`src/rtl/dm_wr_seq.sv`:
```
// rtl/dm_wr_seq.sv - DDR3 write data-mask sequencer with mask FIFO and DM output delay update
module dm_wr_seq #(
  parameter int FIFO_LOG2 = 2
) (
  input  logic       clk_div,
  input  logic       rst_n,
  input  logic       wr_start,
  input  logic [5:0] wr_bursts,
  output logic       wr_busy,
  input  logic       mask_valid,
  input  logic [7:0] mask_data,
  output logic       mask_ready,
  output logic       underrun,
  input  logic       err_clr,
  output logic [3:0] din,
  output logic [3:0] tin,
  input  logic       dly_wr,
  input  logic [7:0] dly_in,
  output logic [7:0] dly_data,
  output logic       set_odelay,
  output logic       ld_odelay,
  output logic       dly_busy
);

  localparam int DEPTH = 1 << FIFO_LOG2;

  typedef enum logic [2:0] {S_IDLE, S_PRE, S_BURST_LO, S_BURST_HI, S_POST} state_t;
  typedef enum logic [1:0] {D_IDLE, D_SET, D_LD} dstate_t;

  state_t               state, state_nxt;
  dstate_t              dst, dst_nxt;
  logic [5:0]           cnt, cnt_nxt;
  logic [7:0]           cur_byte, byte_nxt;
  logic                 cur_under, under_nxt;
  logic [3:0]           din_nxt, tin_nxt;
  logic                 busy_nxt, underrun_nxt;
  logic [7:0]           mem [DEPTH];
  logic [FIFO_LOG2-1:0] rd_ptr, wr_ptr, rd_nxt;
  logic [FIFO_LOG2:0]   count, count_pop, count_nxt;
  logic                 push, pop, empty_nxt;
  logic [7:0]           head_nxt;
  logic                 pend, pend_nxt, set_nxt, ld_nxt, dbusy_nxt;
  logic [7:0]           val, val_nxt, dly_data_nxt;
  logic                 start_ok, dly_start;

  // Depth is a power of two, so the count MSB alone marks full.
  assign mask_ready = ~count[FIFO_LOG2];
  assign push       = mask_valid && mask_ready;
  assign pop        = (state == S_BURST_HI) && !cur_under;
  assign count_pop  = count - (FIFO_LOG2+1)'(pop);
  assign count_nxt  = count_pop + (FIFO_LOG2+1)'(push);
  assign rd_nxt     = rd_ptr + FIFO_LOG2'(pop);
  assign empty_nxt  = (count_nxt == '0);
  // Head as seen after this edge; forwards a byte pushed into a just-drained FIFO.
  assign head_nxt   = (count_pop == '0) ? mask_data : mem[rd_nxt];

  assign start_ok  = (state == S_IDLE) && wr_start && (wr_bursts != 6'd0) && (dst == D_IDLE);
  assign dly_start = (state == S_IDLE) && !wr_start && pend && (dst == D_IDLE);

  always_comb begin
    state_nxt    = state;
    cnt_nxt      = cnt;
    byte_nxt     = cur_byte;
    under_nxt    = cur_under;
    underrun_nxt = underrun & ~err_clr;
    din_nxt      = 4'h0;
    tin_nxt      = 4'h0;
    case (state)
      S_IDLE: if (start_ok) begin
        state_nxt = S_PRE;
        cnt_nxt   = wr_bursts;
      end
      S_PRE:      state_nxt = S_BURST_LO;
      S_BURST_LO: state_nxt = S_BURST_HI;
      S_BURST_HI: begin
        cnt_nxt   = cnt - 6'd1;
        state_nxt = (cnt == 6'd1) ? S_POST : S_BURST_LO;
      end
      S_POST:     state_nxt = S_IDLE;
      default:    state_nxt = S_IDLE;
    endcase

    case (state_nxt)
      S_IDLE: tin_nxt = 4'hF;
      S_BURST_LO: begin
        byte_nxt  = head_nxt;
        under_nxt = empty_nxt;
        din_nxt   = empty_nxt ? 4'hF : head_nxt[3:0];
        if (empty_nxt) underrun_nxt = 1'b1;
      end
      S_BURST_HI: din_nxt = cur_under ? 4'hF : cur_byte[7:4];
      default: ;
    endcase
    busy_nxt = (state_nxt != S_IDLE);
  end

  always_comb begin
    dst_nxt      = dst;
    set_nxt      = 1'b0;
    ld_nxt       = 1'b0;
    dly_data_nxt = dly_data;
    pend_nxt     = pend;
    val_nxt      = val;
    case (dst)
      D_IDLE: if (dly_start) begin
        dst_nxt      = D_SET;
        set_nxt      = 1'b1;
        dly_data_nxt = val;
        pend_nxt     = 1'b0;
      end
      D_SET: begin
        dst_nxt = D_LD;
        ld_nxt  = 1'b1;
      end
      default: dst_nxt = D_IDLE;
    endcase
    if (dly_wr) begin
      pend_nxt = 1'b1;
      val_nxt  = dly_in;
    end
    dbusy_nxt = pend_nxt || (dst_nxt != D_IDLE);
  end

  always_ff @(posedge clk_div) begin
    if (push) mem[wr_ptr] <= mask_data;
  end

  always_ff @(posedge clk_div or negedge rst_n) begin
    if (!rst_n) begin
      state      <= S_IDLE;
      cnt        <= 6'd0;
      cur_byte   <= 8'h00;
      cur_under  <= 1'b0;
      din        <= 4'h0;
      tin        <= 4'hF;
      wr_busy    <= 1'b0;
      underrun   <= 1'b0;
      count      <= '0;
      rd_ptr     <= '0;
      wr_ptr     <= '0;
      dst        <= D_IDLE;
      pend       <= 1'b0;
      val        <= 8'h00;
      dly_data   <= 8'h00;
      set_odelay <= 1'b0;
      ld_odelay  <= 1'b0;
      dly_busy   <= 1'b0;
    end else begin
      state      <= state_nxt;
      cnt        <= cnt_nxt;
      cur_byte   <= byte_nxt;
      cur_under  <= under_nxt;
      din        <= din_nxt;
      tin        <= tin_nxt;
      wr_busy    <= busy_nxt;
      underrun   <= underrun_nxt;
      count      <= count_nxt;
      rd_ptr     <= rd_nxt;
      wr_ptr     <= wr_ptr + FIFO_LOG2'(push);
      dst        <= dst_nxt;
      pend       <= pend_nxt;
      val        <= val_nxt;
      dly_data   <= dly_data_nxt;
      set_odelay <= set_nxt;
      ld_odelay  <= ld_nxt;
      dly_busy   <= dbusy_nxt;
    end
  end

endmodule

```
`config.mk`:
```
export PLATFORM = sky130hd
export DESIGN_NAME = dm_wr_seq
export DESIGN_NICKNAME = d
export VERILOG_FILES = /design/src/rtl/dm_wr_seq.sv
export SDC_FILE = /design/constraint.sdc
export NUM_CORES = 1
export LEC_CHECK = 0
export BUFFER_PORTS_ARGS = -buffer_cell sky130_fd_sc_hd__clkbuf_2
export CAP_MARGIN = 20
export CORE_MARGIN = 2
export CORE_UTILIZATION = 40
export DETAILED_ROUTE_END_ITERATION = 6
export GPL_ROUTABILITY_DRIVEN = 1
export PLACE_DENSITY = 0.69
export SLEW_MARGIN = 20
export SYNTH_ARGS = -nofsm -noshare
export SYNTH_HDL_FRONTEND = slang
export SYNTH_SLANG_ARGS = --single-unit
```
`constraint.sdc`:
```
create_clock -name clk_div -period 3.3 [get_ports clk_div]
set_clock_uncertainty 0.15 [all_clocks]
set_input_delay 0.825 -clock clk_div [delete_from_list [all_inputs] [get_ports clk_div]]
set_output_delay 0.825 -clock clk_div [all_outputs]
set_load 0.01 [all_outputs]
```
==> results <==
- The flow ran to the end, and the final reports show no timing, DRC or antenna violations.
- The post-synthesis area per instance is roughly 14 µm².
- The share of total power dissipated in combinational logic is 0.382.
- The total negative slack is 0 ns.
- Counting distinct cell types in the post-synthesis netlist gives 47.
- The number of flip-flops and latches in the synthesized netlist is 81.
- Summed over all cells, the static leakage comes to approximately 1.6 nW.
- Summed over all layers, the global routing overflow is 0.
- The share of total power dissipated in sequential elements is 0.420.
- The worst hold path class is reg -> reg.
- In the synthesized netlist, the number of instances is 235.
- The finished layout holds 399 standard cells, fillers aside.
- The number of flops mapped to enable cells by yosys is 32.
- The total power per unit cell area is 873 nW/µm².
- The number of hold-slack violations in the final timing report was 0.
- The library cell used as clock root buffer is sky130_fd_sc_hd__clkbuf_8.
- Setup violations remaining at the end of the flow were counted as 0.
- The total number of nets in the final design is roughly 330.
- When the netlist entered floorplanning its net count stood at 271.
- The clock drives 81 sinks.
- Across all layers, the routed design uses roughly 2000 vias.
- For this run, the top clock speed supported by timing is 374 MHz.
- The peak fanout along the critical path is 9.
- The number of global-route vias before repair is 2083.
- TritonCTS created 9 clock buffers.
- The setup path with the least slack is of type reg -> reg.
- The core footprint is 8220 µm².
- Setup repair after global routing left no endpoint under its margin.
- The post-cts gate resize count is 0.
- The worst pin sits at a relative slew slack of 0.435.
- The dominant synthesized flop cell is sky130_fd_sc_hd__dfrtp_1.
- The number of buffers added on ports is around 50.
- The routed design has 6.07 mm of wire.
- TritonCTS built the clock tree.
- The floorplan die width is 95.9 µm.
- For this run, design rule violations remaining after detail routing come to 0.
- The number of slew-limit violations in the final report is 0.
- Hold is met by 0.322 ns.
- The total of hold buffers inserted after clock tree synthesis is 0.
- The netlist area before placement is 3380 µm².
- The number of detailed-route iterations in the first pass is 4.
- The starting DRC count in detailed routing is between 100 and 150.
- The clock group share of total power is 0.198.
- The worst-case IR drop observed on VDD is around 0.34 mV.
- The layout-stage area growth over the synthesis result is 16.2%.
- The arrival time at the worst endpoint is 2.77 ns.
- The number of buffers on the longest clock path is 2.
- The share of the clock period used by the worst path after layout is 0.809.
- The final weighted congestion of routability-driven global placement is 0.801.
- The number of fill cells in the layout is 757.
- The number of antenna diodes in the final layout is 0.
- In the final routed layout, each cell accounts on average for 15.2 µm.
- The number of maximum-capacitance constraint violations is 0.
- Counting flops with an async set or reset pin after synthesis yields a share of 0.605.
- STA puts the critical path data required time at around 3.4 ns.
- The sort of element at the start of the critical path is a register.
- Internal power comes to 2.26 mW.
- The overall die height is 95.9 µm.
- Counting tap cells, the placed design contains a total of between 300 and 400 instances.
- The number of antenna violations at the first check in global routing is 0.
- At the later pin of the worst-skew pair, clock insertion delay measures about 0.35 ns.
- The share of the core filled with cells in the final layout is 0.478.
- The clock-pin slew on the worst setup and hold paths is 0.07 ns.
- Entering global routing, the biggest net connects 32 pins.
- The first global-routing pass estimated between 10 and 15 mm of wire.
- The number of setup buffers added after CTS is 0.
- The total routing usage reported by global routing is 0.146.
- The fraction of power spent switching nets is 0.341.
- For flop-to-flop paths, the worst setup slack is about 0.63 ns.
- The H-tree depth is 3.
- The detail route stage leaves a number of antenna-violating nets equal to 0.
- The initial standard-cell utilization of the core is 0.411.
- The top-level I/O count is 50.
- The warning count from the yosys run is 0.
- The die covers 9190 µm².
- The actual slew at the worst max-slew pin is 0.844 ns.
- The placed wire-length estimate is 4.33 mm.
- In this run the core area contains 33 standard-cell rows.
- In this run the power spent charging and discharging nets is 1.17 mW.
- The share of the Yosys chip area taken by registers is 0.648.
- The kind of end point of the critical path is a register.
- In the final layout, the share of cells above drive strength 1 is 0.337.
- The total power after layout is 3.43 mW.
- The worst path in the final design needs a cycle of ~2.7 ns, including I/O delays and setup.
- After detailed routing, the number of vias per cell comes to 5.13.
## power groups by stage
stage	Combinational [mW]	Sequential (mW)	Clock, mW
after floorplan	0.958	1.45	0
after detailed placement	1.32	1.47	0
after global routing	1.48	1.47	0.746
after global placement	1.30	1.46	0
final	1.31	1.44	0.678
after CTS	1.33	1.44	0.700
## state kept, by name, summed over array words and instances (netlist names)
signal and cells:
mem 32, dly_data 8, val 8, cnt 6, cur_byte 4, din 4
count 3, state 3, dst 2, rd_ptr 2, wr_ptr 2, cur_under 1
dly_busy 1, pend 1, set_odelay 1, tin 1, underrun 1, wr_busy 1
## critical path, cell delays in order, from the launching register on
cell	delay, ns
sky130_fd_sc_hd__dfrtp_1	0.44
sky130_fd_sc_hd__nand3b_1	0.31
sky130_fd_sc_hd__nor2_1	0.22
sky130_fd_sc_hd__ha_1	0.28
sky130_fd_sc_hd__inv_1	0.07
sky130_fd_sc_hd__ha_1	0.14
sky130_fd_sc_hd__ha_1	0.15
sky130_fd_sc_hd__xor3_1	0.24
sky130_fd_sc_hd__nor3_1	0.15
sky130_fd_sc_hd__buf_4	0.19
sky130_fd_sc_hd__nor3_1	0.06
sky130_fd_sc_hd__o22ai_1	0.19
## metrics by stage
stage               instance area [µm²]  worst slack (ns)
floorplan                          3380             0.636
global placement                   3730             0.671
detailed placement                 3730             0.619
CTS                                3920             0.586
global route                       3920             0.362
finish                             3920             0.629
## layout make-up
| type | count | area (µm²) | share of cell area |
|---|---|---|---|
| clock buffers | 12 | 165 | 0.0421 |
| clock inverters | 4 | 26.3 | 0.00670 |
| inverters | 11 | 41.3 | 0.0105 |
| multi-input cells | 132 | 1090 | 0.277 |
| flip-flops and latches | 81 | 2190 | 0.558 |
| well taps | 105 | 131 | 0.0335 |
| repair buffers | 54 | 283 | 0.0721 |
## kinds of logic (layout without fill, tap and decap cells)
logic type               after synthesis  count (layout)  synth area share
XOR/XNOR                               5               5            0.0174
AO/OA/AOI/OAI                         33              33            0.0678
buffers and inverters                 22              81            0.0296
AND/OR/NAND/NOR                       62              62             0.101
adder cells (fa/ha/maj)                8               8            0.0296
flip-flops                            81              81             0.648
multiplexers                          24              24             0.107
## final timing paths
check                                    from            endpoint  cells after the start
setup / recovery           state[2]$_DFF_PN0_    din[1]$_DFF_PN0_                     11
hold / removal               dst[1]$_DFF_PN0_    dst[1]$_DFF_PN0_                      1
setup reg to reg           state[2]$_DFF_PN0_    din[1]$_DFF_PN0_                     11
hold reg to reg              dst[1]$_DFF_PN0_    dst[1]$_DFF_PN0_                      1
max in group asynchronous               rst_n  val[2]$_DFFE_PN0P_                      2
min in group asynchronous               rst_n   wr_busy$_DFF_PN0_                      1
## layout by cell type, fill, tap and decap left out, drive strengths merged, types with 4 or more instances in the layout
master,n
clkbuf,61
dfrtp,48
edfxtp,32
mux2,16
nor2,15
nand2,13
inv,11
nor3,9
mux4,8
ha,8
o21ai,7
a31oi,6
o31ai,5
buf,5
o22ai,4
and3,4
## routing by layer
metal | track usage | routed length, µm | up-vias
met1 | 0.191 | 2750 | 1014
met5 | 0 | 0 | -
li1 | - | - | 975
met4 | 0.0750 | 132 | 0
met2 | 0.233 | 2900 | 47
met3 | 0.0266 | 284 | 12
## cell usage after synthesis, types with 2 or more instances
cell type / count / area share
sky130_fd_sc_hd__nand2_1: 13 / 0.014
sky130_fd_sc_hd__mux2_2: 16 / 0.053
sky130_fd_sc_hd__ha_1: 8 / 0.030
sky130_fd_sc_hd__inv_1: 11 / 0.012
sky130_fd_sc_hd__buf_2: 2 / 0.0030
sky130_fd_sc_hd__o31ai_1: 5 / 0.011
sky130_fd_sc_hd__o221a_1: 3 / 0.010
sky130_fd_sc_hd__and3_1: 3 / 0.0056
sky130_fd_sc_hd__nor2_1: 15 / 0.017
sky130_fd_sc_hd__buf_4: 4 / 0.0089
sky130_fd_sc_hd__or4_1: 2 / 0.0044
sky130_fd_sc_hd__dfrtp_1: 48 / 0.36
sky130_fd_sc_hd__nor2b_1: 3 / 0.0056
sky130_fd_sc_hd__xor2_1: 3 / 0.0078
sky130_fd_sc_hd__a22oi_1: 2 / 0.0044
sky130_fd_sc_hd__edfxtp_1: 32 / 0.28
sky130_fd_sc_hd__mux4_2: 8 / 0.053
sky130_fd_sc_hd__clkbuf_1: 4 / 0.0044
sky130_fd_sc_hd__o21ai_0: 7 / 0.010
sky130_fd_sc_hd__nor3_1: 9 / 0.013
sky130_fd_sc_hd__nand3_1: 3 / 0.0044
sky130_fd_sc_hd__a31oi_1: 6 / 0.011
sky130_fd_sc_hd__o22ai_1: 4 / 0.0074
No activity file was read; power rests on OpenSTA's default activity.
